## src/rtl/uart_cmd_parser.sv

```systemverilog
`default_nettype none
// ============================================================================
// Module      : uart_cmd_parser
// Description : Buffers UART command bytes in a small FIFO and turns each one
//               into a single request to the clock/baud register file.
//               Byte format: [7:4] register address, [3:0] data (4'hF = read).
//               Read results are forwarded to the UART transmitter as
//               {address, data_out}.
// Revision    : 1.0 - initial release
// ============================================================================
module uart_cmd_parser #(
  parameter int FIFO_DEPTH     = 4,
  parameter int TIMEOUT_CYCLES = 15
) (
  input  logic       clk,
  input  logic       rst,
  input  logic [7:0] rx_data,
  input  logic       rx_valid,
  output logic [3:0] address,
  output logic [3:0] data,
  output logic       valid,
  input  logic       ack,
  input  logic [3:0] data_out,
  input  logic       data_out_valid,
  output logic [7:0] tx_data,
  output logic       tx_start,
  input  logic       tx_busy,
  output logic       overflow,
  output logic       timeout_err
);

  localparam int AW = (FIFO_DEPTH > 1) ? $clog2(FIFO_DEPTH) : 1;
  localparam int CW = AW + 1;
  localparam int TW = (TIMEOUT_CYCLES > 1) ? $clog2(TIMEOUT_CYCLES) : 1;

  localparam logic [CW-1:0] c_fifo_full = CW'(FIFO_DEPTH);
  localparam logic [TW-1:0] c_tmo_last  = TW'(TIMEOUT_CYCLES - 1);

  localparam logic [1:0] c_st_idle     = 2'd0;
  localparam logic [1:0] c_st_issue    = 2'd1;
  localparam logic [1:0] c_st_wait_ack = 2'd2;
  localparam logic [1:0] c_st_tx_wait  = 2'd3;

  // FIFO storage and bookkeeping
  logic [7:0]    mem_q [FIFO_DEPTH];
  logic [AW-1:0] wr_ptr_q;
  logic [AW-1:0] rd_ptr_q;
  logic [CW-1:0] count_q;

  // FSM and datapath registers
  logic [1:0]    state_q, state_d;
  logic [TW-1:0] tmo_cnt_q, tmo_cnt_d;
  logic [3:0]    address_q, address_d;
  logic [3:0]    data_q, data_d;
  logic          valid_q, valid_d;
  logic [7:0]    tx_data_q, tx_data_d;
  logic          tx_start_q, tx_start_d;
  logic          overflow_q, overflow_d;
  logic          timeout_err_q, timeout_err_d;

  logic          w_empty;
  logic          w_full;
  logic          w_pop;
  logic          w_push;
  logic          w_drop;
  logic          w_tmo;
  logic [7:0]    w_head;

  assign w_empty = (count_q == '0);
  assign w_full  = (count_q == c_fifo_full);
  assign w_head  = mem_q[rd_ptr_q];
  // Head is consumed only when the FSM is free to start a new request
  assign w_pop   = (state_q == c_st_idle) && !w_empty;
  // A pop in the same cycle frees a slot, so a full FIFO can still accept
  assign w_push  = rx_valid && (!w_full || w_pop);
  assign w_drop  = rx_valid && w_full && !w_pop;
  assign w_tmo   = (tmo_cnt_q == c_tmo_last);

  // FIFO pointers and occupancy; pointers wrap naturally at FIFO_DEPTH
  always_ff @(posedge clk) begin
    if (rst) begin
      wr_ptr_q <= '0;
      rd_ptr_q <= '0;
      count_q  <= '0;
    end else begin
      if (w_push) wr_ptr_q <= wr_ptr_q + 1'b1;
      if (w_pop)  rd_ptr_q <= rd_ptr_q + 1'b1;
      case ({w_push, w_pop})
        2'b10:   count_q <= count_q + 1'b1;
        2'b01:   count_q <= count_q - 1'b1;
        default: count_q <= count_q;
      endcase
    end
  end

  // FIFO data array; contents are don't-care until written
  always_ff @(posedge clk) begin
    if (w_push) mem_q[wr_ptr_q] <= rx_data;
  end

  // FSM state register
  always_ff @(posedge clk) begin
    if (rst) state_q <= c_st_idle;
    else     state_q <= state_d;
  end

  // FSM next-state logic; an ack in the last timeout cycle still wins
  always_comb begin
    state_d = state_q;
    case (state_q)
      c_st_idle: begin
        if (!w_empty) state_d = c_st_issue;
      end
      c_st_issue: begin
        // Address 0 resets the register file and is never acknowledged
        state_d = (address_q == 4'h0) ? c_st_idle : c_st_wait_ack;
      end
      c_st_wait_ack: begin
        if (ack)        state_d = data_out_valid ? c_st_tx_wait : c_st_idle;
        else if (w_tmo) state_d = c_st_idle;
      end
      c_st_tx_wait: begin
        if (!tx_busy) state_d = c_st_idle;
      end
      default: state_d = c_st_idle;
    endcase
  end

  // Next values for the registered outputs and the ack timeout counter
  always_comb begin
    address_d     = address_q;
    data_d        = data_q;
    valid_d       = 1'b0;
    tx_data_d     = tx_data_q;
    tx_start_d    = 1'b0;
    overflow_d    = w_drop;
    timeout_err_d = 1'b0;
    tmo_cnt_d     = tmo_cnt_q;
    case (state_q)
      c_st_idle: begin
        if (w_pop) begin
          address_d = w_head[7:4];
          data_d    = w_head[3:0];
          valid_d   = 1'b1;
        end
      end
      c_st_issue: begin
        tmo_cnt_d = '0;
      end
      c_st_wait_ack: begin
        tmo_cnt_d = tmo_cnt_q + 1'b1;
        if (ack && data_out_valid) tx_data_d     = {address_q, data_out};
        else if (!ack && w_tmo)    timeout_err_d = 1'b1;
      end
      c_st_tx_wait: begin
        tx_start_d = !tx_busy;
      end
      default: begin
        tmo_cnt_d = '0;
      end
    endcase
  end

  // Output and counter registers
  always_ff @(posedge clk) begin
    if (rst) begin
      address_q     <= '0;
      data_q        <= '0;
      valid_q       <= 1'b0;
      tx_data_q     <= '0;
      tx_start_q    <= 1'b0;
      overflow_q    <= 1'b0;
      timeout_err_q <= 1'b0;
      tmo_cnt_q     <= '0;
    end else begin
      address_q     <= address_d;
      data_q        <= data_d;
      valid_q       <= valid_d;
      tx_data_q     <= tx_data_d;
      tx_start_q    <= tx_start_d;
      overflow_q    <= overflow_d;
      timeout_err_q <= timeout_err_d;
      tmo_cnt_q     <= tmo_cnt_d;
    end
  end

  assign address     = address_q;
  assign data        = data_q;
  assign valid       = valid_q;
  assign tx_data     = tx_data_q;
  assign tx_start    = tx_start_q;
  assign overflow    = overflow_q;
  assign timeout_err = timeout_err_q;

endmodule
`default_nettype wire

```

## config.mk

```make
export PLATFORM = sky130hd
export DESIGN_NAME = uart_cmd_parser
export DESIGN_NICKNAME = d
export VERILOG_FILES = /design/src/rtl/uart_cmd_parser.sv
export SDC_FILE = /design/constraint.sdc
export NUM_CORES = 1
export LEC_CHECK = 0
export CELL_PAD_IN_SITES_DETAIL_PLACEMENT = 1
export CELL_PAD_IN_SITES_GLOBAL_PLACEMENT = 2
export CORE_MARGIN = 2
export CORE_UTILIZATION = 39
export CTS_CLUSTER_DIAMETER = 150
export CTS_CLUSTER_SIZE = 10
export DETAILED_ROUTE_END_ITERATION = 12
export HOLD_SLACK_MARGIN = 0.02
export PLACE_DENSITY = 0.91
export SLEW_MARGIN = 10
export SYNTH_ARGS = -nofsm -noshare
export SYNTH_HDL_FRONTEND = slang
export SYNTH_SLANG_ARGS = --single-unit
```

## constraint.sdc

```tcl
create_clock -name clk -period 4.7 [get_ports clk]
set_input_delay 0.94 -clock clk [delete_from_list [all_inputs] [get_ports clk]]
set_output_delay 0.94 -clock clk [all_outputs]
set_load 0.005 [all_outputs]
```

# Word-level counts from Yosys, hierarchy flattened
# Memories as Yosys holds them, arrays and structs flattened. A register that Yosys moved wholly into a read port is not among the register bits.
# Cells that the tools add are included.
# totals
n_memories	1
reg_bits	25
ram_bits	32
inputBits	18
output_inout_bits	20
# mem_list
memory	depth	width	read_ports	rd_clocked_by_memory_dff	write_ports	line_no	text
mem_q	4	8	1	1	1	45	logic [7:0] mem_q [FIFO_DEPTH];
# classes
n_reduce_logical	23
bitwise	3
n_addsub	5
eq_ne	10
muxes	13
# op_table
operator	count
2-bit 2-to-1 mux	6
2-bit one-hot mux with 4 select lines	1
4-bit one-hot mux with 2 select lines	1
2-bit equality test, second input constant	3
1-bit logical AND	6
3-bit one-hot mux with 2 select lines	1
1-bit logical NOT	5
2-bit by 1-bit adder with 2-bit output, second input constant	2
4-bit by 1-bit adder with 4-bit output, second input constant	1
2-bit by 1-bit equality test with 1-bit output, second input constant	2
4-bit equality test, second input constant	1
4-bit logical NOT	1
1-bit 2-to-1 mux	4
2-bit inequality test, second input constant	2
2-bit AND reduction	2
2-bit nonzero test	2
2-bit OR reduction	2
3-bit by 1-bit adder with 3-bit output, second input constant	1
3-bit equality test, second input constant	1
3-bit logical NOT	1
3-bit inequality test, second input constant	1
1-bit NOT	3
3-bit AND reduction	1
3-bit OR reduction	1
3 further kinds	3

# Logic depth before layout (Yosys ltp)
# Gate-level depths: netlist of the first run.
# depth
depth_word	7
ltp_mapped	11
mapped_depth_nobuf	10

# Least setup slack after synthesis of the first run
# Ideal clock, no wire load.
# synth_timing
path_kind	register to register
from	register state_q[0]
to	register count_q[2]
t_arrival_ns	2.465
stages_incl_launch_ff	12
setup_time_ns	0.070
setup_slack_ns	2.164
path_cell_list	dfxtp_1 inv_1 ha_1 or4b_1 buf_2 nand2_1 ha_1 inv_1 fa_1 xor2_1 or3_1 a21oi_1
# synth_between
elab_chain_cells	6
elab_cells_between_ends	8
# synth_rtl
item	line_no	text
from (decl)	51	logic [1:0] state_q, state_d;
from (signal assigned)	103	if (rst) state_q <= c_st_idle;
from (signal assigned)	104	else state_q <= state_d;
2-bit logical NOT (*)	73	assign w_pop = (state_q == c_st_idle) && !w_empty;
1-bit logical AND (*)	73	
1-bit logical OR	75	assign w_push = rx_valid && (!w_full || w_pop);
1-bit logical AND	75	
2-bit by 1-bit equality test with 1-bit output / 2-bit equality test (equally long branches)	88	case ({w_push, w_pop})
3-bit one-hot mux with 2 select lines / 2-bit nonzero test (equally long branches)	n/a	
to (signal assigned)	89	2'b10: count_q <= count_q + 1'b1;
to (signal assigned)	90	2'b01: count_q <= count_q - 1'b1;
to (signal assigned)	91	default: count_q <= count_q;
to (decl)	48	logic [CW-1:0] count_q;
# Every way passes the cells marked *; elsewhere a longest branch is shown, timed or not.
# A chain may end at the register's enable or synchronous reset.

# Worst setup path after layout of the first run
# Ends and elaborated chain as after synthesis.

==> results.yml, run 1 <==
logic_synthesis:
  syn_nets: 247
  ys_ff_latch: 65
  netlist_instances: 216
  async_flop_share: 0
  synthAdderAreaFrac: 0.0643
  yosys-top-cells-area: "edfxtp_1 36%, dfxtp_1 25%, mux4_2 6.8%"
  seq_area_frac_synth: 0.613
  synth_compound_area_frac: 0.0799
  synth_edf_count: 32
  synthFlopType: "dfxtp_1"
  synth_top_area_frac: 0.363
  yosysMostFrequentCell: "nand2_1"
  ys_warn_count: 0
  synth_simple_gate_area_frac: 0.123
  yosys.area.top_type: "edfxtp_1"
  synth_cell_type_count: 34
  synth_top_family_by_area: "simple AND/OR/NAND/NOR gates"
  synthMuxAreaShare: 0.0757
  synthesis.area_um2: 2650
  syn_area_per_cell_um2: 12.2
  netlist_top_cells_count: "35 x nand2_1, 33 x dfxtp_1, 32 x edfxtp_1, 24 x a21oi_1, 12 x ha_1"
  synth-xor-area-share: 0.00993
critical_path:
  cp-end-kind: "register"
  crit_chain: "inv_1 -> ha_1 -> or4b_1 -> nand2_1 -> ha_1 -> inv_1 -> fa_1 -> xor2_1 -> or3_1 -> a21oi_1"
  worstSetupPathType: "register to register"
  crit_buf_inv: 2
  crit_family: "simple AND/OR/NAND/NOR gates"
  worstPathMaxFanout: 8
  cpPeakStageDelay_ps: 620
  cp-start-kind: "register"
  cp.required_ps: 4980
  cp_slowest_cell: "or4b_1"
  worst_ep_arrival_time_ps: 3040
pwr:
  leakage_uw: 0.00113
  power_frac_comb: 0.258
  p_int_uw: 1130
  clock_power_share: 0.292
  total_power_uw: 1660
  pwr-share-seq: 0.450
  cellPowerDensity_nw_per_um2: 505
  power_switching_uw: 531
  swShare: 0.321
  peakVddDrop_mv: 0.321
sta:
  finalHoldViolations: 0
  min_period_ps: 2760
  rsz0062_at_grt: "no"
  slew_viol_final: 0
  tightest_slew_ps: 876
  finalCritPeriodShare: 0.587
  relSlewSlack: 0.413
  clock.fmax_mhz: 362
  tns_ps: 0
  setup_viol: 0
  fin_skew_ps: 7.80
  holdWs_ps: 460
clock_network:
  cts_resized: 0
  clkLatencyLatePin_ps: 350
  htreeDepth: 3
  cts_made_buffers: 9
  post_cts_buffers: 0
  clk_path_buf_depth: 2
  cts_root_buf: "clkbuf_8"
  cts_hold_buf: 0
  cts_num_sinks: 65
  clk_pin_slew_ps: 80
  cts_tree: "done"
detailed_routing:
  wl_per_cell_um: 16.0
  initialDrtViolationCount: 75
  dr.pass1.iters: 4
  num_vias: 1730
  vias_per_cell: 5.09
  drc: 0
  routed_wl_mm: 5.44
  ant_nets: 0
worst_hold_path:
  hold_class: "register to register"
cells_and_area:
  final_nets: 286
  final_cells: 340
  fill_cells: 693
  drive_gt1_frac: 0.108
  syn2layout_area_growth_pct: 23.9
  antenna_cells: 0
global_route:
  grt_pass1_wl_mm: 8.85
  antenna_found_initial: 0
  grt_max_degree: 20
  grt_pass1_vias: 1766
  grt_overflow: 0
  grt_usage: 0.163
run:
  max_cap_viol_count: 0
floorplan:
  die_y_um: 86.4
  dieArea_um2: 7460
  core_area_um2: 6680
  initial_utilization: 0.396
  num_io_pins: 38
  die_width_um: 86.4
  rows: 30
placed_design:
  port_buffers: 37
  dp.cells: 324
  dp_hpwl_mm: 3.62
  routabilityCongestion: 0.750
run_status:
  outcome: "complete, no violations"
[logic make-up (layout without fill, tap and decap cells)]
kind of cell | count (synthesis) | after routing
xor gates and xnor gates | 3 | 3
DFF | 65 | 65
and+or+nand+nor | 67 | 67
AOI/OAI and AO/OA | 36 | 36
adders and majority gates | 13 | 13
buffers and inverters | 22 | 66
muxes | 10 | 10
[per-layer routing]
layer | wire (µm) | global-route usage
met4 | 91 | 0.0639
met5 | 0 | 0
met3 | 280 | 0.0629
met2 | 2710 | 0.262
met1 | 2360 | 0.198
[worst min-delay path, stage by stage (launching register included)]
cell,delay (ps)
dfxtp_1,320
nand2_1,50
a21oi_1,50
[worst paths after layout]
| check | from | end | slack [ps] | cells past startpoint |
|---|---|---|---|---|
| worst min-delay path | tx_data[0] | tx_data[0] | 460 | 2 |
| worst max-delay path | state_q[0] | count_q[2] | 1940 | 10 |
| worst min register to register | tx_data[0] | tx_data[0] | 460 | 2 |
| worst max register to register | state_q[0] | count_q[2] | 1940 | 10 |
[cell type report]
| cell class | instances | area (µm²) | area share |
|---|---|---|---|
| Tap cell | 80 | 100 | 0.0305 |
| Sequential cell | 65 | 1620 | 0.495 |
| Inverter | 12 | 45.0 | 0.0137 |
| Multi-Input combinational cell | 129 | 933 | 0.285 |
| Clock inverter | 7 | 76.3 | 0.0233 |
| Timing Repair Buffer | 38 | 378 | 0.115 |
| Clock buffer | 9 | 124 | 0.0378 |
[state kept, by name, indices dropped and copies added, names as in the netlist, 2 cells and up]
name / count
tx_data: 8
rd_ptr_q: 2
count_q: 3
mem_q: 32
state_q: 2
tmo_cnt_q: 4
wr_ptr_q: 2
data: 4
address: 4
[cell usage in the layout, fill, tap and decap left out, types with 2 or more instances in the layout]
master,n
clkdlybuf4s50_1,37
nand2_1,35
dfxtp_1,33
edfxtp_1,32
a21oi_1,24
ha_1,12
inv_1,11
clkbuf_8,9
mux4_2,8
o21ai_0,6
nand3_1,6
and3_1,5
nor2_1,5
nor2b_1,3
nand2b_1,3
inv_6,3
xor2_1,2
nor4b_1,2
mux2i_1,2
or3_1,2
nor3b_1,2
clkinvlp_4,2
[per-stage QoR]
stage                     setup slack (ps)   util  cell area (µm²)
after floorplan                       2160      -             2650
after CTS                             1920  0.491             3280
after detailed placement              1820  0.461             3080
after global placement                1910  0.461             3080
final                                 1940  0.491             3280
after global routing                  1760  0.491             3280
[power groups by stage]
stage | clock network [µW] | logic, µW | registers (µW)
global placement | 0 | 414 | 755
global route | 524 | 478 | 759
floorplan | 0 | 300 | 723
finish | 484 | 427 | 745
CTS | 496 | 432 | 747
detailed placement | 0 | 427 | 758
(Power assumes the default switching activity.)
==> inputs of run 2 (changes only) <==
- CORE_UTILIZATION: 39 -> 32
- PLACE_DENSITY: 0.91 -> 0.81
- clock period: 4.7 -> 2.5 ns (I/O delays scaled with it)
==> run 2 against run 1 <==
  * Cell area rose by 2.5%
  * Clock power rose by 63%
  * Power rose by 86%
  * Combinational power rose by 110%
  * First-iteration DRC count fell by 37%
  * Clock skew fell by 1.4 ps
  * Via count rose by 2.4%
  * Sequential share of layout area fell by 1.1 points
  * Global-route usage fell by 2.4 points
  * Critical path type unchanged
  * Largest cell class unchanged
==> results.yml, run 2 (same netlist as run 1, synthesis figures left out) <==
run:
  max_cap_viol_count: 0
detailed_routing:
  ant_nets: 0
  vias_per_cell: 4.78
  routed_wl_mm: 5.64
  drc: 0
  initialDrtViolationCount: 47
  dr.pass1.iters: 4
  num_vias: 1772
  wl_per_cell_um: 15.2
sta:
  min_period_ps: 2400
  tightest_slew_ps: 641
  clock.fmax_mhz: 417
  slew_viol_final: 0
  relSlewSlack: 0.572
  finalHoldViolations: 0
  fin_skew_ps: 6.43
  rsz0062_at_grt: "no"
  finalCritPeriodShare: 0.960
  tns_ps: 0
  setup_viol: 0
clock_network:
  cts_num_sinks: 65
  clkLatencyLatePin_ps: 340
  post_cts_buffers: 0
  cts_hold_buf: 0
  cts_made_buffers: 9
  cts_tree: "done"
  htreeDepth: 3
  clk_pin_slew_ps: 70
  clk_path_buf_depth: 2
  cts_root_buf: "clkbuf_8"
placed_design:
  routabilityCongestion: 0.764
  place_area_um2: 3170
  dp_hpwl_mm: 3.87
  port_buffers: 37
critical_path:
  cp.required_ps: 2780
  worstSetupPathType: "register to register"
  worst_ep_arrival_time_ps: 2670
  crit_chain: "inv_2 -> ha_2 -> or4b_4 -> nand2_2 -> ha_2 -> inv_1 -> fa_2 -> xor2_1 -> or3_1 -> a21oi_2"
  crit_buf_inv: 2
  cp_slowest_cell: "or4b_4"
  worstPathMaxFanout: 4
  path_common_cell: "ha_2"
  cp-start-kind: "register"
  crit_family: "simple AND/OR/NAND/NOR gates"
  cp-end-kind: "register"
  cpPeakStageDelay_ps: 500
cells_and_area:
  largest_register: "mem_q"
  final_common_cell: "clkdlybuf4s50_1"
  antenna_cells: 0
  largest_reg_flops: 32
  fill_cells: 897
  drive_gt1_frac: 0.154
  finish.instance_area_um2: 3360
  final_cell_mix: "37 x clkdlybuf4s50_1, 34 x nand2_1, 32 x edfxtp_1, 31 x dfxtp_1, 23 x a21oi_1"
  syn2layout_area_growth_pct: 27.0
  final_nets: 292
worst_hold_path:
  hold_class: "register to register"
pwr:
  peakVddDrop_mv: 0.457
  leakage_uw: 0.00115
  cellPowerDensity_nw_per_um2: 916
  total_power_uw: 3080
floorplan:
  num_io_pins: 38
  core_area_um2: 8090
  die_y_um: 94.9
  rows: 33
  initial_utilization: 0.327
  die_width_um: 94.9
  dieArea_um2: 9010
global_route:
  antenna_found_initial: 0
  grt_usage: 0.139
  grt_pass1_wl_mm: 9.12
  grt_overflow: 0
  grt_max_degree: 28
  grt_pass1_vias: 1839
run_status:
  outcome: "complete, no violations"
[run 2: power by group]
part	internal, µW	total (µW)	leakage (µW)	switching (µW)
Clock	367	787	0.0000801	420
Combinational	456	894	0.000508	438
Sequential	1260	1400	0.000563	140
Total	2080	3080	0.00115	999
[run 2: what timing repair did]
action	4_1_cts	5_1_grt
pin swaps	0	1
endpoints found under the setup margin	1	1
gates resized for setup	1	6
[run 2: worst paths after layout]
| kind | cells after the start | slack (ps) | end | start |
|---|---|---|---|---|
| max | 10 | 100 | count_q[2] | state_q[0] |
| min | 2 | 460 | tx_data[3] | tx_data[3] |
| max reg2reg | 10 | 100 | count_q[2] | state_q[0] |
| min reg2reg | 2 | 460 | tx_data[3] | tx_data[3] |
[run 2: per-layer routing]
layer,wire length (µm),track usage,up-vias
li1,-,-,851
met3,325,0.0583,8
met1,2440,0.161,872
met2,2790,0.233,41
met4,89,0.0447,0
met5,0,0,-
[run 2: per-stage QoR]
step | util | hold slack, ps | instances | setup WS [ps]
finish | 0.415 | 456 | 371 | 100
CTS | 0.414 | 460 | 371 | 19.6
floorplan | - | 453 | 216 | 18.3
global placement | 0.392 | 442 | 355 | 74.9
detailed placement | 0.392 | 450 | 355 | 3.98
global route | 0.415 | 477 | 371 | 5.60
[run 2: area by class of cell]
class                      count  area, µm²  area share
sequential                    65       1620       0.483
multi-input combinational    129        951       0.283
timing repair buffer          44        435       0.130
clock buffer                  11        131      0.0391
tap                          105        131      0.0391
inverter                      12       45.0      0.0134
clock inverter                 5       41.3      0.0123
[run 2: tightest hold or removal path, cell delays in order, from the launching register on]
cell and delay (ps):
dfxtp_1 310, nand2_1 50, a21oi_1 50
==> inputs of run 3 (changes only) <==
- GPL_TIMING_DRIVEN: unset -> 1
==> results of run 3 <==
No change in the layout: final DEF, timing and power equal those of run 2.
